--- config.mk ---
export PLATFORM = sky130hd
export DESIGN_NAME = demux4x16_buf
export DESIGN_NICKNAME = d
export VERILOG_FILES = /design/src/rtl/demux4x16_buf.sv
export SDC_FILE = /design/constraint.sdc
export NUM_CORES = 1
export LEC_CHECK = 0
export ABC_CLOCK_PERIOD_IN_PS = 4010
export CAP_MARGIN = 25
export CORE_ASPECT_RATIO = 0.7
export CORE_MARGIN = 1.5
export CORE_UTILIZATION = 50
export CTS_CLUSTER_DIAMETER = 30
export DETAILED_ROUTE_END_ITERATION = 10
export GPL_TIMING_DRIVEN = 0
export PLACE_DENSITY = 0.85
export SYNTH_ARGS = -nofsm -noshare
export SYNTH_HDL_FRONTEND = slang
export SYNTH_SLANG_ARGS = --single-unit
--- constraint.sdc ---
create_clock -name CLK -period 4.01 [get_ports CLK]
set_input_delay 1.0025 -clock CLK [delete_from_list [all_inputs] [get_ports CLK]]
set_output_delay 1.0025 -clock CLK [all_outputs]
set_load 0.05 [all_outputs]
--- src/rtl/demux4x16_buf.sv ---
`default_nettype none
// ============================================================================
//  Module   : demux4x16_buf
//  Purpose  : 1-to-4 registered demultiplexer. Each input word is steered by
//             a 2-bit select into one of four single-entry channel buffers,
//             and each buffer hands its word to its consumer via valid/ready.
//             A per-channel counter tallies completed deliveries.
//  Revision : 1.0 - initial release
// ============================================================================
module demux4x16_buf #(
   parameter int WIDTH = 16,
   parameter int CNT_W = 8
) (
   input  logic               CLK,
   input  logic               rst_n,
   input  logic               in_valid,
   output logic               in_ready,
   input  logic [1:0]         in_sel,
   input  logic [WIDTH-1:0]   in_data,
   output logic [3:0]         out_valid,
   input  logic [3:0]         out_ready,
   output logic [WIDTH-1:0]   out_a,
   output logic [WIDTH-1:0]   out_b,
   output logic [WIDTH-1:0]   out_c,
   output logic [WIDTH-1:0]   out_d,
   output logic [4*CNT_W-1:0] deliv_cnt
);

   localparam int c_NCH = 4;

   logic [WIDTH-1:0] r_data [c_NCH];
   logic [CNT_W-1:0] r_cnt  [c_NCH];
   logic [c_NCH-1:0] r_full;
   logic [c_NCH-1:0] w_accept;
   logic [c_NCH-1:0] w_drain;

   // A channel can take a word when empty, or when it is being emptied this
   // same cycle, so a consumer holding ready high sees one word per cycle.
   assign in_ready = ~r_full[in_sel] | out_ready[in_sel];

   generate
      for (genvar k = 0; k < c_NCH; k++) begin : g_ch
         assign w_accept[k] = in_valid & in_ready & (in_sel == 2'(k));
         assign w_drain[k]  = r_full[k] & out_ready[k];

         // Channel buffer: a new word wins over a drain, keeping the slot full
         always_ff @(posedge CLK or negedge rst_n) begin
            if (!rst_n) begin
               r_data[k] <= '0;
               r_full[k] <= 1'b0;
            end else if (w_accept[k]) begin
               r_data[k] <= in_data;
               r_full[k] <= 1'b1;
            end else if (w_drain[k]) begin
               r_full[k] <= 1'b0;
            end
         end

         // Delivery counter: one increment per completed handoff, free-running wrap
         always_ff @(posedge CLK or negedge rst_n) begin
            if (!rst_n) begin
               r_cnt[k] <= '0;
            end else if (w_drain[k]) begin
               r_cnt[k] <= r_cnt[k] + CNT_W'(1);
            end
         end

         assign deliv_cnt[k*CNT_W +: CNT_W] = r_cnt[k];
      end
   endgenerate

   assign out_valid = r_full;
   assign out_a     = r_data[0];
   assign out_b     = r_data[1];
   assign out_c     = r_data[2];
   assign out_d     = r_data[3];

endmodule
`default_nettype wire

==> summary.md <==
| Metric | Value |
|---|---|
| Initial antenna violation count | `0` |
| Die ar. | `0.00869 sq mm` |
| Average size of a mapped cell | `15.3 sq um` |
| Critical path's most frequent cell | `clkdlybuf4s50_1` |
| CTS resizes | `0` |
| Slew Limit Fails | `0` |
| VDD IR max | `0.529 mV` |
| Critical Path Max Stage Delay | `730 ps` |
| GRT Util Overall | `21.9%` |
| Run status | `completed` |
| Worst min path class | `reg -> reg` |
| Clock sinks | `100` |
| CTS tree | `done` |
| FMAX | `254 MHz` |
| DR pass1 iterations | `4` |
| IO Pins | `126` |
| Clk slew on worst S/H paths | `60 ps` |
| Post-Route M1 WL | `4050 um` |
| Global-route wire length before repair | `14800 um` |
| ANT cells | `0` |
| Post-synthesis cell area | `0.00407 sq mm` |
| Clk buf depth | `2` |
| Pin count of the biggest net entering global routing | `61` |
| Net Sw Frac | `40.3%` |
| YS warnings | `0` |
| RSZ-0062 raised after global routing | `no` |
| Worst slew margin | `49.1%` |
| Beginning of the worst hold path | `deliv_cnt[7]$_DFFE_PN0P_` |
| Die Wd | `111 um` |
| Crit path cell chain | `clkdlybuf4s50_1 > nand2b_1 > mux4_1 > clkdlybuf4s50_1` |
| Multi-input logic area | `0.00148 sq mm` |
| Final instance area | `0.00578 sq mm` |
| Via count | `2605` |
| Int Pwr | `2.39 mW` |
| Routed wire length per instance | `17.7 um` |
| Most common cell after layout, fill and taps aside | `clkdlybuf4s50_1` |
| Post-synth ARST share | `100%` |
| Post-Synthesis Cells | `265` |
| Syn Nets | `294` |
| CP arrival | `2930 ps` |
| Worst skew pair latency | `340 ps` |
| Chip height | `78.5 um` |
| Clock tree root driver cell | `clkbuf_16` |
| Final Hold Viols | `0` |
| Total Wirelength | `9000 um` |
| Placed Area | `0.00546 sq mm` |
| Initial Util | `51.7%` |
| Gpl congestion | `0.796` |
| Sequential fraction of the synthesis area | `61.5%` |
| Vias in the first global route | `2800` |
| Seq cells post-synth | `100` |
| Setup crit end kind | `primary output` |
| H-tree depth | `3` |
| CP Launch Point | `out_ready[0]` |
| Cell count along the critical path | `4` |
| Cell Rows | `27` |
| Synth-to-Final Area Change | `42.1%` |
| Kind of critical path | `in -> out` |
| Logic pwr share | `41.7%` |
| Count of cell types in the netlist | `28` |
| Share of layout cells above drive strength 1 | `23.8%` |
| Core box area | `0.00787 sq mm` |
| DRC violations left | `0` |
| Via density | `5.13` |
| CP Max Fanout | `4` |
| Total congestion overflow | `0` |
| Clk pwr share | `22.6%` |
| Top_reg_cell synth | `dfrtp_1` |
| Cts bufs inserted | `9` |
| R2R cell count | `4` |
| Total Power | `4.01 mW` |
| DR WL met3 | `722 um` |
| CP Launch Type | `input pin` |
| Worst path bufs/invs | `2` |
| Post-synth EDFFs | `0` |
| Setup Fix Bufs, Post-CTS | `0` |
| Period minus WS final | `3940 ps` |
| Max layer used | `met4` |
| Period utilization | `98.1%` |
| Clk_skew | `8.00 ps` |
| Power Density | `693 mW/mm^2` |
| Antenna-violating nets left | `0` |
| Max-cap violations | `0` |
| Hold depth | `1` |
| Slew @ Worst Pin | `763 ps` |
| Critical Path RT | `3010 ps` |
| Flop pwr share | `35.6%` |
| Leakage | `2.48 nW` |
| Reg-to-Reg Start | `out_valid[2]$_DFFE_PN0P_` |
| Slowest cell on the critical path | `clkdlybuf4s50_1` |
| Cell family with most CP delay | `buffers and inverters` |
| Initial DRC Count | `112` |
| P_sw | `1.62 mW` |
| WL met2 | `4140 um` |
| Nets | `431` |
| CTS Hold Buffers Added | `0` |
| Finish-stage setup viols | `0` |
| Commonest cells after routing, fill and taps aside | `124 x clkdlybuf4s50_1, 100 x dfrtp_1, 48 x mux2_2, 23 x xnor2_1, 20 x mux2_4` |
| Number of buffers inserted by port buffering | `125` |
| HPWL after DPL | `6400 um` |
| Number of fill cells | `534` |
| Reg area | `0.00250 sq mm` |
power groups by stage:
stage | clock network (mW) | logic [mW] | registers [mW]
after global placement | 0 | 1.65 | 1.42
after floorplan | 0 | 0.291 | 2.21
after global routing | 0.966 | 1.74 | 1.46
final | 0.906 | 1.67 | 1.43
after CTS | 0.925 | 1.69 | 1.43
after detailed placement | 0 | 1.68 | 1.44
metrics by stage:
stage	setup slack, ps	util (%)	TNS [ps]	instances	hold slack [ps]
3_5_place_dp	69.3	69.4	0	492	465
4_1_cts	61.4	73.4	0	508	474
3_3_place_gp	-1690	69.2	-168840	491	459
5_1_grt	26.7	73.4	0	508	496
2_1_floorplan	1080	-	0	265	707
6_report	74.6	73.4	0	508	465
routing by layer:
metal,track usage [%],vias to the layer above
met1,28.8,1322
met3,8.73,9
met2,34.1,85
met5,0,-
met4,5.64,0
li1,-,1189
worst paths after layout:
| check | to | slack (ps) |
|---|---|---|
| max | in_ready | 70 |
| min | deliv_cnt[7]$_DFFE_PN0P_ | 460 |
| max reg2reg | out_c[13]$_DFFE_PN0P_ | 2340 |
| min reg2reg | deliv_cnt[7]$_DFFE_PN0P_ | 460 |
| max in group asynchronous | out_b[10]$_DFFE_PN0P_ | 2590 |
| min in group asynchronous | out_a[3]$_DFFE_PN0P_ | 740 |
sequential cells by signal (all words and copies together) (netlist names):
signal and flops:
deliv_cnt 32, out_a 16, out_b 16, out_c 16, out_d 16, out_valid 4
cells by family after synthesis:
| group | after synthesis | share of synthesized area, % |
|---|---|---|
| XOR/XNOR | 28 | 6.03 |
| flip-flops | 100 | 61.5 |
| AO/OA/AOI/OAI | 1 | 0.123 |
| multiplexers | 69 | 21.3 |
| adder cells (fa/ha/maj) | 4 | 1.23 |
| AND/OR/NAND/NOR | 54 | 7.69 |
| buffers and inverters | 9 | 2.06 |
final cells by class:
cell class	instances	share of cell area (%)
tap	101	2.19
multi-input combinational	156	25.6
timing repair buffer	126	22.0
buffer	8	1.39
sequential	100	43.3
clock buffer	9	3.90
inverter	1	0.0650
clock inverter	7	1.58
synth_stat cells, types with 3 or more instances:
cell type  instances  area, sq um
dfrtp_1          100         2500
mux2_2            48          541
xnor2_1           23          201
mux2_4            20          300
nand2_1           16         60.1
nand4_1           11         68.8
and3_1             6         37.5
xor2_1             5         43.8
buf_6              4         45.0
ha_1               4         50.1
nand2b_1           4         25.0
nand3_1            3         15.0
nor2_1             3         11.3
Power figures use the tool's default switching activity.
